`config.mk`:
```
export PLATFORM = sky130hd
export DESIGN_NAME = systolic_array_cell
export DESIGN_NICKNAME = d
export VERILOG_FILES = /design/src/rtl/systolic_array_cell.sv
export SDC_FILE = /design/constraint.sdc
export NUM_CORES = 1
export LEC_CHECK = 0
export ABC_AREA = 1
export BUFFER_PORTS_ARGS = -buffer_cell sky130_fd_sc_hd__buf_2
export CORE_MARGIN = 2
export CORE_UTILIZATION = 45
export DETAILED_ROUTE_END_ITERATION = 16
export GPL_ROUTABILITY_DRIVEN = 0
export HOLD_SLACK_MARGIN = 0.05
export PLACE_DENSITY = 0.65
export SLEW_MARGIN = 20
export SYNTH_ARGS = -nofsm -noshare
export SYNTH_HDL_FRONTEND = slang
export SYNTH_SLANG_ARGS = --single-unit
```
`constraint.sdc`:
```
create_clock -name clk -period 11.62 [get_ports clk]
set_input_delay 0.581 -clock clk [delete_from_list [all_inputs] [get_ports clk]]
set_output_delay 0.581 -clock clk [all_outputs]
set_load 0.1 [all_outputs]
```
`src/rtl/systolic_array_cell.sv`:
```
// Weight-stationary systolic PE: holds one signed weight and produces
// a registered multiply-accumulate of the upstream partial sum.
module systolic_array_cell #(
  parameter int DATA_WIDTH = 8
) (
  input  logic                           clk,
  input  logic                           reset_n,
  input  logic                           param_load,
  input  logic signed [DATA_WIDTH-1:0]   input_data,
  input  logic signed [2*DATA_WIDTH-1:0] prop_data,
  input  logic signed [DATA_WIDTH-1:0]   param_data,
  output logic signed [2*DATA_WIDTH-1:0] out_data,
  output logic signed [DATA_WIDTH-1:0]   prop_param
);

  localparam int PW = 2 * DATA_WIDTH;

  logic signed [DATA_WIDTH-1:0] weight;
  logic signed [PW-1:0]         result;
  logic signed [PW-1:0]         product;
  logic signed [PW-1:0]         mac;

  // Operands widen to PW before multiply so the product is full precision.
  always_comb begin
    product = PW'(input_data) * PW'(weight);
    mac     = prop_data + product;
  end

  // reset_n is active-high despite its name.
  always_ff @(posedge clk or posedge reset_n) begin
    if (reset_n) begin
      weight <= '0;
      result <= '0;
    end else if (param_load) begin
      weight <= param_data;
    end else begin
      result <= mac;
    end
  end

  assign out_data   = result;
  assign prop_param = weight;

endmodule

```
==> flow_summary.json <==
{
  "status": "complete, no violations",
  "die_x_microns": 98.8,
  "cts_tree": "yes",
  "drc": 0,
  "post-cts-setup-buffers": 0,
  "finalSetupTns_ps": 0,
  "maxSlewViolCount": 0,
  "firstDrtPassIters": 7,
  "nets": 706,
  "antennaDiodeCount": 0,
  "grt_pass1_wl_microns": 15700,
  "cp_max_fo": 10,
  "multi_input_area_sq_um": 2910,
  "use_met2_pct": 32.4,
  "maxCapViolations": 0,
  "cp_cell_sequence": "nand2_1 -> fa_1 -> inv_1 -> fa_1 -> inv_1 -> fa_1 -> inv_1 -> fa_1 -> ha_1 -> ha_1 -> nand2_1 -> nor2_1 -> nand3_1 -> nand3_2 -> nand3_1 -> nand3_1 -> nand2_1",
  "clk_pin_slew_ps": 90,
  "worst_pin_slew_ps": 905,
  "crit_buf_inv": 3,
  "wl_microns": 8610,
  "grt_antenna_before_repair": 0,
  "post_cts_resized": 0,
  "critPathSlowestCell": "fa_1",
  "worst-setup-path-type": "register to register",
  "regArea_sq_um": 601,
  "synth_cell_types": 23,
  "fillerInstances": 854,
  "vias": 3183,
  "layout-drive-gt1-share_pct": 12.1,
  "synth-seq-area-share_pct": 14.8,
  "start_util_pct": 46.4,
  "hold_viol_final": 0,
  "grt_start_max_net_pins": 31,
  "ys_seq_elements": 24,
  "cts_buffer_depth": 2,
  "die_height_microns": 98.8,
  "crit_top_cell": "fa_1",
  "grt.busiest_layer": "met2",
  "cts_hold_buf": 0,
  "cts_root_buf": "clkbuf_8",
  "worst_clock_skew_ps": 2.28,
  "cts_buffers": 3,
  "drt.antenna.violating_nets": 0,
  "core_area_sq_um": 8720,
  "max_freq_ghz": 0.209,
  "die-area_sq_um": 9770,
  "critical-path-max-stage-delay_ps": 780,
  "synthToLayoutAreaGrowth_pct": 10.5,
  "use_met3_pct": 2.27,
  "fp-row-count": 34,
  "syn-mean-instance-area_sq_um": 7.80,
  "drtIter0Drc": 93,
  "clk_latency_ps": 260,
  "rsz0062_at_grt": "false",
  "end_kind": "register",
  "reg2reg_from": "prop_param[2]",
  "fin_crit_ps": 4780,
  "overflow": 0,
  "io_buffer_count": 58,
  "crit_family": "adder cells",
  "hpwl_microns": 7410,
  "hp-class": "primary input to async pin",
  "grt_pass1_vias": 3378,
  "num_io_pins": 59,
  "cp.arrival_ps": 4940,
  "grt_usage_pct": 19.5,
  "start_kind": "register",
  "critPathRequiredTime_ps": 11780,
  "fin_crit_sh_pct": 41.2,
  "synth_warnings": 0,
  "slew-limit-headroom_pct": 39.3,
  "wire_per_inst_microns": 12.9,
  "crit_start": "prop_param[2]",
  "syn_nets": 662,
  "clock-sinks": 24,
  "finalSetupViolCount": 0,
  "syn_inst": 519,
  "synth_area_sq_um": 4050,
  "grt_util_met1_pct": 28.4,
  "htreeDepth": 1,
  "viasPerCell": 4.75
}
## path summary, 6_finish.rpt
| check | end | slack (ps) | cells after the start |
|---|---|---|---|
| worst max-delay path | out_data[15] | 6840 | 17 |
| worst min-delay path | out_data[8] | 390 | 2 |
| worst max register to register | out_data[15] | 6840 | 17 |
| worst min register to register | out_data[6] | 480 | 2 |
| max in group asynchronous | out_data[5] | 10820 | 2 |
| min in group clk | out_data[6] | 480 | 2 |
## per-layer routing
layer,up-vias,share of wire (%)
met4,0,0.77
met1,1500,48
met5,-,0
li1,1605,-
met3,6,3.8
met2,72,47
## metrics by stage
step / hold WS, ps / utilization, % / cells / cell area [sq um] / setup slack, ps
final: 387 / 51.2 / 670 / 4470 / 6840
after global routing: 440 / 51.2 / 670 / 4470 / 6540
after CTS: 491 / 51.2 / 670 / 4470 / 6850
after detailed placement: 460 / 50.4 / 666 / 4400 / 6730
after global placement: 462 / 50.4 / 666 / 4400 / 6790
after floorplan: 596 / - / 519 / 4050 / 6560
## cell type report
class                           instances  area share (%)
Multi-Input combinational cell        353            65.1
Sequential cell                        24            13.4
Inverter                              123            10.3
Timing Repair Buffer                   58            6.49
Tap cell                              108            3.02
Clock buffer                            3           0.924
Clock inverter                          1           0.672
## state kept, by name, indices dropped and copies added (netlist names)
signal,cells
out_data,16
prop_param,8
## synth_stat cells, drive strengths merged
cell type | number | area share, %
nand3 | 16 | 2.1
nand4 | 2 | 0.31
o21bai | 1 | 0.19
fa | 71 | 35
dfrtp | 24 | 15
nor2 | 21 | 1.9
clkbuf | 17 | 1.6
buf | 2 | 0.25
a31oi | 3 | 0.46
o2111ai | 1 | 0.22
clkinv | 1 | 0.093
xor2 | 3 | 0.65
inv | 122 | 11
nand2 | 170 | 16
o21ai | 14 | 1.7
ha | 37 | 11
a21oi | 12 | 1.6
or2 | 1 | 0.15
nor3 | 1 | 0.25
## placed cells by master, fill, tap and decap left out, drive strengths merged
master,count
nor3,1
ha,37
o2111ai,1
bufinv,1
inv,121
nor2,21
o21bai,1
o21ai,14
xor2,3
nand2,170
or2,1
nand3,16
clkbuf,3
nand4,2
a31oi,3
fa,71
clkinv,2
a21oi,12
dfrtp,24
buf,58
## cell families (layout without fill, tap and decap cells)
kind of cell | after synthesis | after routing | share of synthesized area, %
AO/OA/AOI/OAI | 31 | 31 | 4.17
XOR/XNOR | 3 | 3 | 0.649
adder cells (fa/ha/maj) | 108 | 108 | 46.6
buffers and inverters | 142 | 185 | 13.2
flip-flops | 24 | 24 | 14.8
AND/OR/NAND/NOR | 211 | 211 | 20.5
Power is left out: the tool's default activity adds up to more than one toggle a clock period on the data nets, which glitch-free logic cannot reach.
